## config.mk

```make
export PLATFORM = sky130hd
export DESIGN_NAME = formula_window_avg_flat
export DESIGN_NICKNAME = d
export VERILOG_FILES = /design/src/rtl/formula_pkg.sv /design/src/rtl/formula_window_avg_if.sv /design/src/rtl/formula_avg_shift.sv /design/src/rtl/formula_window_avg.sv /design/src/flat_wrapper.sv
export SDC_FILE = /design/constraint.sdc
export NUM_CORES = 1
export LEC_CHECK = 0
export CELL_PAD_IN_SITES_DETAIL_PLACEMENT = 0
export CELL_PAD_IN_SITES_GLOBAL_PLACEMENT = 2
export CORE_MARGIN = 2
export CORE_UTILIZATION = 31
export CTS_CLUSTER_SIZE = 24
export DETAILED_ROUTE_END_ITERATION = 6
export GPL_TIMING_DRIVEN = 0
export PLACE_DENSITY = 0.81
export SKIP_CTS_REPAIR_TIMING = 1
export SYNTH_ARGS = -nofsm -noshare
export SYNTH_HDL_FRONTEND = slang
export SYNTH_SLANG_ARGS = --single-unit
```

## constraint.sdc

```tcl
create_clock -name clk -period 3 [get_ports clk]
set_input_delay 0.45 -clock clk [delete_from_list [all_inputs] [get_ports clk]]
set_output_delay 0.45 -clock clk [all_outputs]
set_load 0.005 [all_outputs]
```

## src/rtl/formula_pkg.sv

```systemverilog
// formula_pkg: shared width helper and FSM
// state type for the formula pipeline.
package formula_pkg;

  function automatic int in_w(input int width);
    return width * 2 + 3;
  endfunction

  typedef enum logic {
    FILL = 1'b0,
    EMIT = 1'b1
  } state_t;

endpackage

```

## src/rtl/formula_window_avg_if.sv

```systemverilog
// formula_window_avg_if: sample stream in,
// block sum/avg/count stream out.
interface formula_window_avg_if #(
  parameter int WIDTH  = 8,
  parameter int LOG2_N = 2
);
  import formula_pkg::*;

  localparam int IN_W = in_w(WIDTH);

  logic signed [IN_W-1:0]        in_data;
  logic                          in_valid;
  logic                          in_ready;
  logic                          flush;
  logic signed [IN_W+LOG2_N-1:0] out_sum;
  logic signed [IN_W-1:0]        out_avg;
  logic [LOG2_N:0]               out_count;
  logic                          out_valid;
  logic                          out_ready;

  modport master (
    output in_data, in_valid, flush,
    output out_ready,
    input  in_ready,
    input  out_sum, out_avg, out_count,
    input  out_valid
  );

  modport slave (
    input  in_data, in_valid, flush,
    input  out_ready,
    output in_ready,
    output out_sum, out_avg, out_count,
    output out_valid
  );

endinterface

```

## src/rtl/formula_avg_shift.sv

```systemverilog
// formula_avg_shift: block sum to average.
// FORMULA_AVG_ROUND_EN: round half up, else floor.
module formula_avg_shift #(
  parameter int IN_W   = 19,
  parameter int LOG2_N = 2
) (
  input  logic signed [IN_W+LOG2_N-1:0] sum,
  output logic signed [IN_W-1:0]        avg
);

  localparam int SW = IN_W + LOG2_N;

  if (LOG2_N == 0) begin : g_pass
    assign avg = sum;
  end else begin : g_shift
    // one guard bit keeps the rounding add exact
    logic signed [SW:0] adj;
    logic               unused_bits;
`ifdef FORMULA_AVG_ROUND_EN
    localparam logic signed [SW:0] HALF =
      (SW+1)'(1) <<< (LOG2_N - 1);
    assign adj = (SW+1)'(sum) + HALF;
`else
    assign adj = (SW+1)'(sum);
`endif
    // the shifted result always fits IN_W bits
    assign avg = adj[SW-1:LOG2_N];
    assign unused_bits =
      ^{adj[SW], adj[LOG2_N-1:0]};
  end

endmodule

```

## src/rtl/formula_window_avg.sv

```systemverilog
// formula_window_avg: block sum/average of the
// formula result stream; FORMULA_AVG_ROUND_EN.
module formula_window_avg
  import formula_pkg::*;
#(
  parameter int WIDTH  = 8,
  parameter int LOG2_N = 2
) (
  input logic                 clk,
  input logic                 rst,
  formula_window_avg_if.slave bus
);

  localparam int IN_W = in_w(WIDTH);
  localparam int SW   = IN_W + LOG2_N;
  localparam logic [LOG2_N:0] N =
    (LOG2_N+1)'(1) << LOG2_N;

  state_t                state;
  state_t                state_nx;
  logic signed [SW-1:0]  acc;
  logic signed [SW-1:0]  samp;
  logic signed [SW-1:0]  acc_inc;
  logic signed [SW-1:0]  ld_sum;
  logic signed [IN_W-1:0] ld_avg;
  logic [LOG2_N:0]       cnt;
  logic [LOG2_N:0]       cnt_inc;
  logic [LOG2_N:0]       ld_cnt;
  logic                  accept;
  logic                  emit;

  assign samp    = SW'(bus.in_data);
  assign acc_inc = acc + samp;
  assign cnt_inc = cnt + 1'b1;
  assign accept  = bus.in_valid && bus.in_ready;

  // block contents as of this edge, and whether
  // they leave now (full block or non-empty flush)
  always_comb begin
    ld_sum = accept ? acc_inc : acc;
    ld_cnt = accept ? cnt_inc : cnt;
    emit   = (state == FILL) &&
             ((accept && cnt_inc == N) ||
              (bus.flush && ld_cnt != '0));
  end

  formula_avg_shift #(
    .IN_W   (IN_W),
    .LOG2_N (LOG2_N)
  ) u_shift (
    .sum (ld_sum),
    .avg (ld_avg)
  );

  // state register
  always_ff @(posedge clk or posedge rst) begin
    if (rst) state <= FILL;
    else     state <= state_nx;
  end

  // next state: emit a block, then wait handshake
  always_comb begin
    state_nx = state;
    unique case (1'b1)
      state == FILL:
        if (emit) state_nx = EMIT;
      state == EMIT:
        if (bus.out_ready) state_nx = FILL;
    endcase
  end

  // handshake outputs decoded from state only
  always_comb begin
    bus.in_ready  = (state == FILL);
    bus.out_valid = (state == EMIT);
  end

  // accumulator and sample counter
  always_ff @(posedge clk or posedge rst) begin
    if (rst) begin
      acc <= '0;
      cnt <= '0;
    end else if (emit) begin
      acc <= '0;
      cnt <= '0;
    end else if (accept) begin
      acc <= acc_inc;
      cnt <= cnt_inc;
    end
  end

  // output registers hold until the next emit
  always_ff @(posedge clk or posedge rst) begin
    if (rst) begin
      bus.out_sum   <= '0;
      bus.out_avg   <= '0;
      bus.out_count <= '0;
    end else if (emit) begin
      bus.out_sum   <= ld_sum;
      bus.out_avg   <= ld_avg;
      bus.out_count <= ld_cnt;
    end
  end

endmodule

```

## src/flat_wrapper.sv

```systemverilog
// flat-port wrapper written by rule: the top's interface ports become plain ports
module formula_window_avg_flat import formula_pkg::*;
#(
  parameter int WIDTH  = 8,
  parameter int LOG2_N = 2
)
  (clk, rst, bus_in_data, bus_in_valid, bus_flush, bus_out_ready, bus_in_ready, bus_out_sum, bus_out_avg, bus_out_count, bus_out_valid);
  formula_window_avg_if #(.WIDTH(WIDTH), .LOG2_N(LOG2_N)) bus_i ();
  input logic clk;
  input logic rst;
  input wire logic [$bits(bus_i.in_data)-1:0] bus_in_data;
  input wire logic [$bits(bus_i.in_valid)-1:0] bus_in_valid;
  input wire logic [$bits(bus_i.flush)-1:0] bus_flush;
  input wire logic [$bits(bus_i.out_ready)-1:0] bus_out_ready;
  output wire logic [$bits(bus_i.in_ready)-1:0] bus_in_ready;
  output wire logic [$bits(bus_i.out_sum)-1:0] bus_out_sum;
  output wire logic [$bits(bus_i.out_avg)-1:0] bus_out_avg;
  output wire logic [$bits(bus_i.out_count)-1:0] bus_out_count;
  output wire logic [$bits(bus_i.out_valid)-1:0] bus_out_valid;
  assign bus_i.in_data = bus_in_data;
  assign bus_i.in_valid = bus_in_valid;
  assign bus_i.flush = bus_flush;
  assign bus_i.out_ready = bus_out_ready;
  assign bus_in_ready = bus_i.in_ready;
  assign bus_out_sum = bus_i.out_sum;
  assign bus_out_avg = bus_i.out_avg;
  assign bus_out_count = bus_i.out_count;
  assign bus_out_valid = bus_i.out_valid;
  formula_window_avg #(.WIDTH(WIDTH), .LOG2_N(LOG2_N)) u_core (.clk(clk), .rst(rst), .bus(bus_i));
endmodule
```

## Word level (Yosys, flattened, before mapping)

Cells that the tools add are included.

- Register bits: 68
- Input port bits: 24
- Output and inout bits: 45

- $add $sub $neg: 2
- Equal/unequal tests: 1
- Muxes and demuxes: 7
- Bitwise gates (word level): 1
- Reductions and logical operators: 6

Operator list:

| cell | number |
|---|---|
| 2-to-1 mux 21 bit | 2 |
| adder 21 x 19 -> 21 bit | 1 |
| 2-to-1 mux 3 bit | 2 |
| logical AND 1 bit | 4 |
| adder 3 x 1 -> 3 bit, second input constant | 1 |
| == test 3 bit, second input constant | 1 |
| nonzero test 3 bit | 1 |
| 2-to-1 mux 1 bit | 2 |
| case mux 1 bit (2 select lines) | 1 |
| logical OR 1 bit | 1 |
| NOT 1 bit | 1 |

## Logic depth before layout (Yosys ltp)

Gate-level depths: netlist (run 1).

- Word-level depth: 9
- Mapped depth: 9
- Depth with buffers taken out: 9

## By module

Synthesis (run 1) repeated with hierarchy kept, for this count alone.

- Cell total of the unflattened synthesis: 406
- Area, all modules: 4,047.6 um2

By module, submodules not included:

| module | times used | cells an instance | area an instance (um2) |
|---|---|---|---|
| formula_window_avg | 1 | 387 | 3,905.0 |
| formula_avg_shift | 1 | 19 | 142.6 |

## Worst setup path before layout (run 1)

Ideal clock, no wire load.

- Kind: input -> register
- From: in bus_in_data[0]
- To: reg u_core.bus.out_avg[18]
- Setup time: 0.123 ns
- Arrival: 2.322 ns
- Data required time: 2.877 ns
- Setup slack: 0.555 ns
- Stages: 9
- Path through: ha_1 -> fa_1 -> a21o_1 -> a221oi_2 -> o32a_4 -> and2_1 -> o221ai_2 -> xnor2_1 -> o21ai_1

- Word-level cells in the longest chain between the ends: 2

Ends and longest elaborated chain:

| element | line | text |
|---|---|---|
| from (decl) | flat_wrapper.sv:11 | `input wire logic [$bits(bus_i.in_data)-1:0] bus_in_data;` |
| adder 21 x 19 -> 21 bit | formula_window_avg.sv:33 | `assign acc_inc = acc + samp;` |
| 2-to-1 mux 21 bit | formula_window_avg.sv:40 | `ld_sum = accept ? acc_inc : acc;` |
| to (signal assigned) | formula_window_avg.sv:100 | `bus.out_avg <= ld_avg;` |
| to (decl) | formula_window_avg_if.sv:33 | `output out_sum, out_avg, out_count,` |

No other way between the ends.
A chain may end at the register's enable or synchronous reset.

## Worst setup path after layout (run 1)

Same ends and word-level chain as after synthesis.

==> impl_metrics.toml, run 1 <==
[outcome]
run_status = "complete, no violations"

[final_layout]
most-common-layout-cells = "sky130_fd_sc_hd__clkdlybuf4s50_1 (68), sky130_fd_sc_hd__nor2_1 (49), sky130_fd_sc_hd__dfrtp_1 (49)"
final_common_cell = "sky130_fd_sc_hd__clkdlybuf4s50_1"
post_route_cells_drive_above_1_share = 0.119
final_util = 0.414
final_cells = 583
nets = 493
antenna_cells = 0
multiInputGateArea_mm2 = 0.00181
fillerInstances = 1026
syn2layout_area_growth_pct = 29.5
regArea_mm2 = 0.00123

[power]
power_leakage_nw = 1.88
post-layout-total-power_mw = 4.35
power_per_cell_area_mw_per_mm2 = 1020
ir_drop_v = 0.000396

[clock_tree]
cts_root_buf = "sky130_fd_sc_hd__clkbuf_8"
cts.clk_slew.worst_paths_ns = 0.10
cts-root-to-sink-buffers = 2
clock_sink_count = 49
tritoncts.num_buffers = 5
clk_latency_ns = 0.31
htreeDepth = 2
cts_tree = "done"

[timing]
timing.final.crit_period_ns = 2.81
report.final.slew_viol_count = 0
max_clock_freq_ghz = 0.356
timing.slew.headroom = 0.415
setup_repair_after_global_routing_missed_its_margin = "no"
timing_worst_slew_pin_value_ns = 0.878
setup_viol_count_final = 0
layout_worst_path_cycle_share = 0.935
finalHoldViolations = 0
finClkSkew_ns = 0.00950
worst_hold_slack_ns = 0.374

[synthesis]
synth_async_sr_flop_share = 1.00
synth_fp_nets = 417
synthFlopType = "sky130_fd_sc_hd__dfrtp_1"
yosys_register_bits = 49
yosysWarnings = 0
netlist_area_mm2 = 0.00330
synth-edff-count = 0
synth.lib_cells_used.distinct = 54
synthesis.instances = 370
synth.avg_cell_area_um2 = 8.92
synth_seq_area_share = 0.372

[floorplanning]
dieArea_mm2 = 0.0115
initial_core_utilization = 0.320
die_height_um = 107
row_count = 37
core_mm2 = 0.0103
fp.dieW_um = 107
ioPinCount = 69

[drt]
drt_pre_antenna_iters = 4
drt.antenna.violating_nets = 0
drtIter0Drc = 89
drt-total-wl_mm = 9.15
via_count = 2919
viasPerCell = 5.01
post_drt_wl_per_cell_um = 15.7
drc_errors = 0

[critical_path]
cp.arrival_ns = 3.00
cp_max_fanout = 5
timing.critical_path.from_type = "primary input"
crit_path_end_kind = "flip-flop"
crit_type = "in2reg"
critPathRequiredTime_ns = 3.19

[placement]
place.port_buffers = 68
detailed_place_hpwl_mm = 6.91
gp_congestion = 0.845
placed_cells = 575

[job]
cap_violations = 0

[global_routing]
antenna_found_initial = 0
grt_first_pass_wirelength_mm = 15.0
via_count_of_the_first_global_routing_pass = 2906
globalRoute.totalOverflow = 0
grt_start_max_net_pins = 40
globalRouteTotalUtil = 0.166

[hold_path]
worstHoldPathType = "in2async"
[worst max-delay path, cell delays in order]
cell	delay, ns
sky130_fd_sc_hd__clkdlybuf4s50_1	0.40
sky130_fd_sc_hd__ha_1	0.23
sky130_fd_sc_hd__fa_1	0.42
sky130_fd_sc_hd__a21o_1	0.22
sky130_fd_sc_hd__a221oi_4	0.34
sky130_fd_sc_hd__o32a_4	0.25
sky130_fd_sc_hd__and2_1	0.20
sky130_fd_sc_hd__o221ai_2	0.15
sky130_fd_sc_hd__xnor2_1	0.25
sky130_fd_sc_hd__o21ai_1	0.08
[cells in the mapped netlist (3+ instances only)]
cell type / n / area share
sky130_fd_sc_hd__xnor2_1: 10 / 0.027
sky130_fd_sc_hd__nor2b_1: 3 / 0.0057
sky130_fd_sc_hd__nor2_1: 49 / 0.056
sky130_fd_sc_hd__a22o_1: 3 / 0.0080
sky130_fd_sc_hd__clkbuf_1: 7 / 0.0080
sky130_fd_sc_hd__o21a_1: 3 / 0.0068
sky130_fd_sc_hd__dfrtp_1: 49 / 0.37
sky130_fd_sc_hd__ha_1: 22 / 0.083
sky130_fd_sc_hd__o22ai_1: 3 / 0.0057
sky130_fd_sc_hd__a21o_1: 4 / 0.0091
sky130_fd_sc_hd__inv_1: 5 / 0.0057
sky130_fd_sc_hd__and2_1: 3 / 0.0057
sky130_fd_sc_hd__xor2_1: 10 / 0.027
sky130_fd_sc_hd__and3_1: 4 / 0.0076
sky130_fd_sc_hd__buf_4: 20 / 0.046
sky130_fd_sc_hd__mux2i_1: 10 / 0.030
sky130_fd_sc_hd__nand4_1: 6 / 0.011
sky130_fd_sc_hd__a21oi_1: 35 / 0.053
sky130_fd_sc_hd__o21ai_1: 10 / 0.015
sky130_fd_sc_hd__nor3_1: 6 / 0.0091
sky130_fd_sc_hd__nand3_1: 9 / 0.014
sky130_fd_sc_hd__buf_2: 9 / 0.014
sky130_fd_sc_hd__o21ai_0: 15 / 0.023
sky130_fd_sc_hd__nand2_1: 37 / 0.042
[metrics by stage]
step           setup WS, ns  cell area, µm²  setup TNS, ns
5_1_grt              0.0793            4270              0
4_1_cts              0.0805            4260              0
3_5_place_dp         -0.254            4170          -1.44
2_1_floorplan         0.555            3300              0
6_report              0.194            4270              0
3_3_place_gp         -0.274            4150          -1.70
[final timing paths]
| kind | slack, ns | from | end | cells past startpoint |
|---|---|---|---|---|
| min in group clk | 0.52 | u_core.bus.out_avg[9] | u_core.bus.out_avg[9] | 2 |
| max in group asynchronous | 2.12 | rst | u_core.acc[10] | 3 |
| min | 0.37 | rst | u_core.bus.out_sum[0] | 2 |
| max | 0.19 | bus_in_data[0] | u_core.bus.out_avg[18] | 10 |
| max reg2reg | 0.36 | u_core.acc[0] | u_core.bus.out_avg[18] | 9 |
| min reg2reg | 0.52 | u_core.bus.out_avg[9] | u_core.bus.out_avg[9] | 2 |
[layer usage]
metal | GRT usage | vias up | wire (µm)
li1 | - | 1440 | -
met1 | 0.232 | 1415 | 4390
met2 | 0.267 | 60 | 4310
met3 | 0.0280 | 4 | 397
met4 | 0.0417 | 0 | 49
met5 | 0 | - | 0
[final cells by class]
class,instances,share of cell area
multi-input combinational,276,0.425
sequential,49,0.287
timing repair buffer,69,0.164
buffer,40,0.0589
tap,136,0.0398
clock buffer,5,0.0161
clock inverter,3,0.00498
inverter,5,0.00439
[logic make-up after synthesis]
logic type                 Yosys count  share of synthesized area
muxes                               11                     0.0338
DFF                                 49                      0.372
buffers and inverters               45                     0.0819
AOI/OAI and AO/OA                   98                      0.201
adders and majority gates           23                     0.0895
and+or+nand+nor                    124                      0.169
xor gates and xnor gates            20                     0.0531
[state kept, by name (all words and copies together) (netlist names)]
| name | count |
|---|---|
| u_core.acc | 21 |
| u_core.bus.out_avg | 19 |
| u_core.bus.out_valid | 1 |
| u_core.bus.out_count | 3 |
| u_core.bus.out_sum | 2 |
| u_core.cnt | 3 |
[power by group]
group,switching (mW),internal (mW)
combinational,1.40,1.36
sequential,0.212,0.955
clock,0.248,0.166
(Power assumes the default switching activity.)
==> run 2: changes to the inputs <==
--- a/config.mk
+++ b/config.mk
@@ -9,9 +9,11 @@
 export CELL_PAD_IN_SITES_GLOBAL_PLACEMENT = 2
 export CORE_MARGIN = 2
 export CORE_UTILIZATION = 31
+export CTS_CLUSTER_DIAMETER = 50
 export CTS_CLUSTER_SIZE = 24
 export DETAILED_ROUTE_END_ITERATION = 6
 export GPL_TIMING_DRIVEN = 0
+export HOLD_SLACK_MARGIN = 0.02
 export PLACE_DENSITY = 0.81
 export SKIP_CTS_REPAIR_TIMING = 1
 export SYNTH_ARGS = -nofsm -noshare
==> results of run 2 <==
The final DEF is identical to that of run 1; final timing and power are the same.
